### config.mk
export PLATFORM = sky130hd
export DESIGN_NAME = fir_channel_sequencer_flat
export DESIGN_NICKNAME = d
export VERILOG_FILES = /design/src/rtl/fir_channel_sequencer_if.sv /design/src/rtl/fir_channel_sequencer.sv /design/src/flat_wrapper.sv
export SDC_FILE = /design/constraint.sdc
export NUM_CORES = 1
export LEC_CHECK = 0
export ABC_AREA = 1
export CORE_ASPECT_RATIO = 0.7
export CORE_UTILIZATION = 55
export CTS_CLUSTER_DIAMETER = 80
export DETAILED_ROUTE_END_ITERATION = 8
export GPL_TIMING_DRIVEN = 0
export MAX_ROUTING_LAYER = met4
export PLACE_DENSITY = 0.86
export SYNTH_ARGS = -nofsm -noshare
export SYNTH_HDL_FRONTEND = slang
export SYNTH_SLANG_ARGS = --single-unit
### constraint.sdc
create_clock -name CLK_Filter -period 1.7 [get_ports CLK_Filter]
set_clock_uncertainty 0.15 [all_clocks]
set_input_delay 0.51 -clock CLK_Filter [delete_from_list [all_inputs] [get_ports CLK_Filter]]
set_output_delay 0.51 -clock CLK_Filter [all_outputs]
set_load 0.01 [all_outputs]
### src/rtl/fir_channel_sequencer_if.sv
// fir_channel_sequencer_if: start/stop, ADC handshake, LED, filter-step and status signals of the sequencer
interface fir_channel_sequencer_if;
  logic start;
  logic stop;
  logic [7:0] adc_data;
  logic adc_ready;
  logic adc_conv;
  logic led_red;
  logic led_ir;
  logic [7:0] fir_sample;
  logic fir_red_en;
  logic fir_ir_en;
  logic red_valid;
  logic ir_valid;
  logic busy;
  logic overrun;
  logic adc_err;
  modport master (
    input start, stop, adc_data, adc_ready,
    output adc_conv, led_red, led_ir, fir_sample, fir_red_en, fir_ir_en,
    output red_valid, ir_valid, busy, overrun, adc_err
  );
  modport slave (
    output start, stop, adc_data, adc_ready,
    input adc_conv, led_red, led_ir, fir_sample, fir_red_en, fir_ir_en,
    input red_valid, ir_valid, busy, overrun, adc_err
  );
endinterface

### src/rtl/fir_channel_sequencer.sv
// fir_channel_sequencer: red/IR LED, ADC and FIR-step sequencer; ADC timeout enabled by FIR_SEQ_TIMEOUT_EN
module fir_channel_sequencer #(
  parameter int DIV = 1000,
  parameter int SETTLE = 4,
  parameter int WARMUP = 24,
  parameter int ADC_TIMEOUT = 64
) (
  input logic CLK_Filter,
  input logic rst_n,
  fir_channel_sequencer_if.master bus
);
  typedef enum logic [2:0] {IDLE, SETTLE_R, CONV_R, WAIT_R, SETTLE_I, CONV_I, WAIT_I, WAIT_TICK} state_t;
  localparam logic [15:0] DIV_M1 = 16'(DIV - 1);
  localparam logic [7:0] SET_M1 = 8'(SETTLE - 1);
  localparam int WW = $clog2(WARMUP + 1);
  localparam logic [WW-1:0] WU = WW'(WARMUP);
  localparam logic [WW-1:0] WU_M1 = WW'(WARMUP - 1);
  state_t state, state_n;
  logic [15:0] tcnt;
  logic [7:0] scnt;
  logic [WW-1:0] wr, wi;
  logic gap, stop_p, stop_any, tick, in_wait, in_settle, settled, got, tmo, done;
  assign in_wait = state == WAIT_R || state == WAIT_I;
  assign in_settle = state == SETTLE_R || state == SETTLE_I;
  assign got = in_wait && bus.adc_ready;
  assign done = got || tmo;
  assign tick = state != IDLE && tcnt == 16'd0;
  assign stop_any = stop_p || bus.stop;
  // gap is the dark cycle between red LED off and IR LED on; it is not counted as settling
  assign settled = in_settle && !gap && scnt == SET_M1;
  always_ff @(posedge CLK_Filter)
    if (rst_n) state <= IDLE;
    else state <= state_n;
  always_comb begin
    state_n = state;
    case (state)
      IDLE:      if (bus.start && !bus.stop) state_n = SETTLE_R;
      SETTLE_R:  if (settled) state_n = CONV_R;
      CONV_R:    state_n = WAIT_R;
      WAIT_R:    if (done) state_n = SETTLE_I;
      SETTLE_I:  if (settled) state_n = CONV_I;
      CONV_I:    state_n = WAIT_I;
      WAIT_I:    if (done) state_n = stop_any ? IDLE : WAIT_TICK;
      WAIT_TICK: if (stop_any) state_n = IDLE;
                 else if (tick) state_n = SETTLE_R;
      default:   state_n = IDLE;
    endcase
  end
  always_comb begin
    bus.busy = state != IDLE;
    bus.adc_conv = state == CONV_R || state == CONV_I;
    bus.led_red = state == SETTLE_R || state == CONV_R || state == WAIT_R;
    bus.led_ir = (state == SETTLE_I && !gap) || state == CONV_I || state == WAIT_I;
  end
  always_ff @(posedge CLK_Filter)
    if (rst_n) begin
      tcnt <= 16'd0;
      scnt <= 8'd0;
      gap <= 1'b0;
      stop_p <= 1'b0;
      wr <= '0;
      wi <= '0;
      bus.fir_sample <= 8'd0;
      bus.fir_red_en <= 1'b0;
      bus.fir_ir_en <= 1'b0;
      bus.red_valid <= 1'b0;
      bus.ir_valid <= 1'b0;
      bus.overrun <= 1'b0;
    end else begin
      tcnt <= state == IDLE ? (state_n == SETTLE_R ? DIV_M1 : 16'd0) : (tcnt == 16'd0 ? DIV_M1 : tcnt - 16'd1);
      scnt <= in_settle && !gap && !settled ? scnt + 8'd1 : 8'd0;
      gap <= state == WAIT_R && done;
      stop_p <= state_n == IDLE ? 1'b0 : stop_any;
      if (got) bus.fir_sample <= bus.adc_data;
      bus.fir_red_en <= state == WAIT_R && got;
      bus.fir_ir_en <= state == WAIT_I && got;
      bus.red_valid <= bus.fir_red_en && wr >= WU_M1;
      bus.ir_valid <= bus.fir_ir_en && wi >= WU_M1;
      wr <= bus.fir_red_en && wr != WU ? wr + WW'(1) : wr;
      wi <= bus.fir_ir_en && wi != WU ? wi + WW'(1) : wi;
      if (tick && state != WAIT_TICK) bus.overrun <= 1'b1;
    end
`ifdef FIR_SEQ_TIMEOUT_EN
  localparam int TW = $clog2(ADC_TIMEOUT + 1);
  localparam logic [TW-1:0] TO_M1 = TW'(ADC_TIMEOUT - 1);
  logic [TW-1:0] wcnt;
  assign tmo = in_wait && !bus.adc_ready && wcnt == TO_M1;
  always_ff @(posedge CLK_Filter)
    if (rst_n) begin
      wcnt <= '0;
      bus.adc_err <= 1'b0;
    end else begin
      wcnt <= in_wait && !done ? wcnt + TW'(1) : '0;
      if (tmo) bus.adc_err <= 1'b1;
    end
`else
  logic timeout_unused;
  assign timeout_unused = ADC_TIMEOUT != 0;
  assign tmo = 1'b0;
  assign bus.adc_err = 1'b0;
`endif
endmodule

### src/flat_wrapper.sv
// flat-port wrapper written by rule: the top's interface ports become plain ports
module fir_channel_sequencer_flat 
#(
  parameter int DIV = 1000,
  parameter int SETTLE = 4,
  parameter int WARMUP = 24,
  parameter int ADC_TIMEOUT = 64
)
  (CLK_Filter, rst_n, bus_start, bus_stop, bus_adc_data, bus_adc_ready, bus_adc_conv, bus_led_red, bus_led_ir, bus_fir_sample, bus_fir_red_en, bus_fir_ir_en, bus_red_valid, bus_ir_valid, bus_busy, bus_overrun, bus_adc_err);
  fir_channel_sequencer_if bus_i ();
  input logic CLK_Filter;
  input logic rst_n;
  input wire logic [$bits(bus_i.start)-1:0] bus_start;
  input wire logic [$bits(bus_i.stop)-1:0] bus_stop;
  input wire logic [$bits(bus_i.adc_data)-1:0] bus_adc_data;
  input wire logic [$bits(bus_i.adc_ready)-1:0] bus_adc_ready;
  output wire logic [$bits(bus_i.adc_conv)-1:0] bus_adc_conv;
  output wire logic [$bits(bus_i.led_red)-1:0] bus_led_red;
  output wire logic [$bits(bus_i.led_ir)-1:0] bus_led_ir;
  output wire logic [$bits(bus_i.fir_sample)-1:0] bus_fir_sample;
  output wire logic [$bits(bus_i.fir_red_en)-1:0] bus_fir_red_en;
  output wire logic [$bits(bus_i.fir_ir_en)-1:0] bus_fir_ir_en;
  output wire logic [$bits(bus_i.red_valid)-1:0] bus_red_valid;
  output wire logic [$bits(bus_i.ir_valid)-1:0] bus_ir_valid;
  output wire logic [$bits(bus_i.busy)-1:0] bus_busy;
  output wire logic [$bits(bus_i.overrun)-1:0] bus_overrun;
  output wire logic [$bits(bus_i.adc_err)-1:0] bus_adc_err;
  assign bus_i.start = bus_start;
  assign bus_i.stop = bus_stop;
  assign bus_i.adc_data = bus_adc_data;
  assign bus_i.adc_ready = bus_adc_ready;
  assign bus_adc_conv = bus_i.adc_conv;
  assign bus_led_red = bus_i.led_red;
  assign bus_led_ir = bus_i.led_ir;
  assign bus_fir_sample = bus_i.fir_sample;
  assign bus_fir_red_en = bus_i.fir_red_en;
  assign bus_fir_ir_en = bus_i.fir_ir_en;
  assign bus_red_valid = bus_i.red_valid;
  assign bus_ir_valid = bus_i.ir_valid;
  assign bus_busy = bus_i.busy;
  assign bus_overrun = bus_i.overrun;
  assign bus_adc_err = bus_i.adc_err;
  fir_channel_sequencer #(.DIV(DIV), .SETTLE(SETTLE), .WARMUP(WARMUP), .ADC_TIMEOUT(ADC_TIMEOUT)) u_core (.CLK_Filter(CLK_Filter), .rst_n(rst_n), .bus(bus_i));
endmodule
Word-level counts from Yosys, hierarchy flattened
Index checks and enable logic that the tools add are counted.
Cells by class
  bitwise gates (word level): 1
  add/subtract/negate cells: 4
  mux-type cells: 12
  $lt $le $gt $ge: 2
  reduce and logical (&&, ||, !) cells: 31
  eq/ne operators: 12
Operator list (number)
  $mux W16: 2
  $mux W3: 8
  $pmux W3 S8: 1
  $logic_not A16 Y1: 1
  $sub A16 B1 Y16 const B: 1
  $logic_and A1 B1 Y1: 14
  $eq A3 B3 Y1 const B: 4
  $add A5 B1 Y5 const B: 2
  $ge A5 B5 Y1 const B: 2
  $mux W10: 1
  $ne A5 B5 Y1 const B: 2
  $add A8 B1 Y8 const B: 1
  $eq A8 B2 Y1 const B: 1
  $logic_or A1 B1 Y1: 8
  $eq A3 B1 Y1 const B: 2
  $eq A3 B2 Y1 const B: 2
  $logic_not A3 Y1: 2
  $reduce_or A2 Y1: 2
  $logic_not A1 Y1: 3
  $ne A3 B3 Y1 const B: 1
  $reduce_bool A3 Y1: 1
  $not A1 Y1: 1
Word-level totals
  bits of input ports: 13
  flip-flop bits (word level): 51

Longest topological paths before layout
  depth after elaboration: 9
  mapped depth: 11
  mapped depth without buffers: 10

Worst setup path before layout
OpenSTA, ideal clock, no wires.
  path type: register -> register
  start point: register u_core.tcnt[0]
  end point: register u_core.tcnt[14]
  setup time: 0.125 ns
  path buffers: 0
  data arrival time: 1.324 ns
  setup slack: 0.102 ns
  cell stages (with the launch flop): 9
  cell sequence: dfxtp_1 inv_1 ha_1 nand3_2 nor2_4 nand2_1 or2_0 nor3_1 nor3_1
On the way
  word-level cells in the longest chain between the ends: 3
  elaborated cells between the ends (all ways): 4
RTL lines
  start, declared: RTL line fir_channel_sequencer.sv:19  | logic [15:0] tcnt;
  start signal, assigned: RTL line fir_channel_sequencer.sv:70  | tcnt <= state == IDLE ? (state_n == SETTLE_R ? DIV_M1 : 16'd0) : (tcnt == 16'd0 ? DIV_M1 : tcnt - 16'd1);
  $sub A16 B1 Y16 / $logic_not A16 Y1 (equally long branches): RTL line fir_channel_sequencer.sv:70
  $mux W16 * (2 in series): RTL line fir_channel_sequencer.sv:70
Every way passes the cells marked *; elsewhere a longest branch is shown, timed or not.
A chain may end at the register's enable or synchronous reset.

Final worst setup path
  start point: register u_core.state[1]
  end point: output bus_busy
On the way
  word-level cells in the longest chain between the ends: 1
RTL lines
  start, declared: RTL line fir_channel_sequencer.sv:18  | state_t state, state_n;
  start signal, assigned: RTL line fir_channel_sequencer.sv:33  | else state <= state_n;
  $reduce_bool A3 Y1: RTL line fir_channel_sequencer.sv:50  | bus.busy = state != IDLE;
  end, declared: RTL line flat_wrapper.sv:25  | output wire logic [$bits(bus_i.busy)-1:0] bus_busy;
Every way passes these cells.

==> run_results.csv <==
group,metric,value,unit
placement,postPlaceCellArea,2784,sq um
synthesis,synth_top_family_by_area,"simple AND/OR/NAND/NOR gates",
critical_path,path_buf_inv,3,
clock_tree,cts.clk_slew.worst_paths,0.09,ns
synthesis,synth_warnings,0,
synthesis,yosys.area_share.simple,0.2740,
final_layout,drive_gt1_frac,0.2166,
routing,drc,0,
synthesis,synth_area_leaders,"dfxtp_1, inv_1, nand2_1",
placement,dp_slack,-0.3209,ns
critical_path,crit_path_start_kind,"flop",
synthesis,async_flop_share,0,
die,die_w,81.59,um
placement,port_buffers,28,
synthesis,synth-adder-area-share,0.03079,
routing,drt_iter0_drc,136,
sta,worst_pin_slew,0.5309,ns
routing,wirelength,5427,um
placement,gp_routability_congestion,0.8826,
clock_tree,htreeDepth,2,
synthesis,syn_avg_cell_area,7.503,sq um
synthesis,synth_area,2439,sq um
critical_path,r2r_cells,12,
die,rows,19,
die,core,4089,sq um
critical_path,critical_path_class,"reg2out",
sta,fin_crit_sh,1.088,
clock_tree,cts_inserted_buffers,5,
critical_path,crit_fanout,6,
clock_tree,clockRootBuffer,"clkbuf_8",
critical_path,critPathSlowestCell,"dfxtp_4",
grt,grt_pass1_wl,8852,um
die,start_util,0.5964,
final_layout,antennaDiodeCount,0,
status,failed_checks,"negative setup slack",
die,dieArea,4708,sq um
critical_path,r2r_slack,-0.01,ns
synthesis,synth_seq_cells,51,
synthesis,syn_nets,344,
sta,layout_min_cycle_time,1.850,ns
critical_path,crit_chain,"nor2_4 > inv_2 > nor2_4 > inv_2 > buf_6",
placement,hpwl,3651,um
final_layout,fin_area,3063,sq um
clock_tree,clock-sinks,51,
die,die_y,57.71,um
grt,grt_overflow,0,
sta,hold_viol,0,
clock_tree,cts_tree,"built",
routing,avgViaCountPerCell,5.209,
sta,setup_ws,-0.1502,ns
pwr,p_leak,1.324,nW
clock_tree,clock_path_buffers,2,
critical_path,worstReg2RegStart,"u_core.state[2]$_SDFF_PP0_",
pwr,power_density,782.4,nW/um^2
pwr,vdd_drop_max,734.2,uV
final_layout,utilization,0.7491,
critical_path,crit_cells,5,
grt,grtUsageTotal,0.2535,
routing,ant_nets,0,
critical_path,max_stage_delay,0.39,ns
synthesis,syn-instance-count,325,
sta,timing.hold.ws,0.2949,ns
final_layout,area_delta_synth_final,25.60,%
synthesis,yosysTopAreaCellShare,0.4187,
final_layout,final_cells,426,
critical_path,crit_path_start,"u_core.state[1]$_SDFF_PP0_",
synthesis,synth-compound-area-share,0.1462,
synthesis,synth-edff-count,0,
routing,vias,2219,
critical_path,arrival,1.19,ns
clock_tree,cts_hold_buf,0,
critical_path,crit_end,"bus_busy",
routing,wl_per_cell,12.74,um
pwr,finalPower,2.396,mW
worst_hold_path,hp-class,"reg2reg",
synthesis,synth_ff_type,"dfxtp_1",
synthesis,synth_top_area_cell,"dfxtp_1",
critical_path,critPathTopFamily,"flip-flops",
routing,first_pass_iters,4,
critical_path,cp.required,1.04,ns
placement,dp.cells,405,
critical_path,worst_setup_path_end_kind,"primary output",
final_layout,nNetsFinal,392,
critical_path,timing.rr.end,"u_core.stop_p$_SDFF_PP0_",
sta,tns,-0.4788,ns
grt,grt_max_degree,16,
status,outcome,"finished with violations",
die,ioPinCount,31,
synthesis,synthDistinctLibCells,35,
sta,rsz0062_at_grt,"true",
run,drv_cap,0,
sta,slew_viol_final,0,
synthesis,muxShareOfSynthArea,0,
sta,slew_headroom,0.6461,
grt,antenna_found_initial,0,
sta,setup_viol,5,
clock_tree,clk_latency,0.30,ns
synthesis,yosysSeqAreaShare,0.4187,
synthesis,yosys.area_share.xor_xnor,0.02514,
grt,grt_pass1_vias,2039,
sta,fmax,0.5405,GHz
-- worst min-delay path by stage --
stage                                          startpoint                                     to  slack, ns  cells past startpoint
finish              u_core.bus.fir_sample[0]$_SDFFE_PP0P_  u_core.bus.fir_sample[0]$_SDFFE_PP0P_       0.29                      2
global route        u_core.bus.fir_sample[0]$_SDFFE_PP0P_  u_core.bus.fir_sample[0]$_SDFFE_PP0P_       0.32                      2
CTS                 u_core.bus.fir_sample[4]$_SDFFE_PP0P_  u_core.bus.fir_sample[4]$_SDFFE_PP0P_       0.30                      2
detailed placement  u_core.bus.fir_sample[4]$_SDFFE_PP0P_  u_core.bus.fir_sample[4]$_SDFFE_PP0P_       0.29                      2
global placement    u_core.bus.fir_sample[6]$_SDFFE_PP0P_  u_core.bus.fir_sample[6]$_SDFFE_PP0P_       0.28                      2
floorplan                       u_core.scnt[0]$_SDFF_PP0_              u_core.scnt[0]$_SDFF_PP0_       0.28                      1
-- power breakdown --
part / switching (mW) / internal, mW / total (mW)
sequential: 0.0340 / 1.23 / 1.26
clock: 0.393 / 0.288 / 0.681
combinational: 0.258 / 0.196 / 0.454
total: 0.685 / 1.71 / 2.40
-- metal layers --
metal	routed length, um	track usage	share of wire	vias to the layer above
met3	217	0.05197	0.040	9
met4	85	0.09273	0.016	0
met5	0	-	0	-
li1	-	-	-	1154
met1	2614	0.3242	0.48	1019
met2	2511	0.3964	0.46	37
-- state kept, by name, indices dropped and copies added, names as in the netlist --
| name | cells |
|---|---|
| u_core.bus.fir_ir_en | 1 |
| u_core.tcnt | 16 |
| u_core.wr | 5 |
| u_core.state | 3 |
| u_core.bus.ir_valid | 1 |
| u_core.stop_p | 1 |
| u_core.bus.fir_red_en | 1 |
| u_core.bus.red_valid | 1 |
| u_core.bus.fir_sample | 8 |
| u_core.wi | 5 |
| u_core.scnt | 8 |
| u_core.bus.overrun | 1 |
-- cells in the mapped netlist, types with 5 or more instances --
cell type and count:
a21oi_1 29, dfxtp_1 51, ha_1 6, inv_1 49, nand2_1 45, nand3_1 18
nand4_1 7, nor2_1 34, nor2_2 5, nor3_1 10, o21ai_0 26, xor2_1 5
-- final cells by class --
type | instances | area, sq um
inverter | 53 | 206.4
timing repair buffer | 42 | 375.4
fill | 299 | 1026
clock inverter | 2 | 12.51
clock buffer | 6 | 72.57
buffer | 6 | 42.54
sequential | 51 | 1033
multi-input combinational | 214 | 1255
tap | 52 | 65.06
-- cells in the final DEF, fill, tap and decap left out, types with 3 or more instances in the layout --
| cell | n |
|---|---|
| dfxtp_1 | 45 |
| ha_1 | 5 |
| o21ai_1 | 3 |
| nand2_1 | 40 |
| buf_2 | 3 |
| nor2_1 | 30 |
| nor3_1 | 7 |
| nor3_2 | 3 |
| dlygate4sd2_1 | 13 |
| clkbuf_1 | 3 |
| nand3_2 | 3 |
| clkbuf_8 | 5 |
| nand4_1 | 7 |
| nand3_1 | 16 |
| nor3b_2 | 3 |
| nand2_2 | 8 |
| o21ai_0 | 23 |
| nor2_2 | 7 |
| dfxtp_2 | 4 |
| xor2_1 | 5 |
| buf_4 | 12 |
| nor2_4 | 6 |
| inv_1 | 46 |
| inv_2 | 5 |
| buf_6 | 7 |
| a21oi_1 | 28 |
| clkdlybuf4s50_1 | 10 |
-- cells by family after synthesis --
group	count (synthesis)
AO/OA/AOI/OAI	65
XOR/XNOR	7
adder cells (fa/ha/maj)	6
buffers and inverters	60
flip-flops	51
other	1
AND/OR/NAND/NOR	135
-- tightest hold or removal path, delay by kind of cell (launching register included) --
kind,cells,cell delay (ns)
DFF,1,0.32
AOI/OAI and AO/OA,1,0.05
buffers and inverters,1,0.04
-- timing repair --
item / in CTS / in global routing
resized for setup: 51 / 23
cloned: 0 / 0
setup endpoints to repair: 20 / 27
buffers inserted: 9 / 5
pin swaps: 5 / 6
Power figures use the tool's default switching activity.
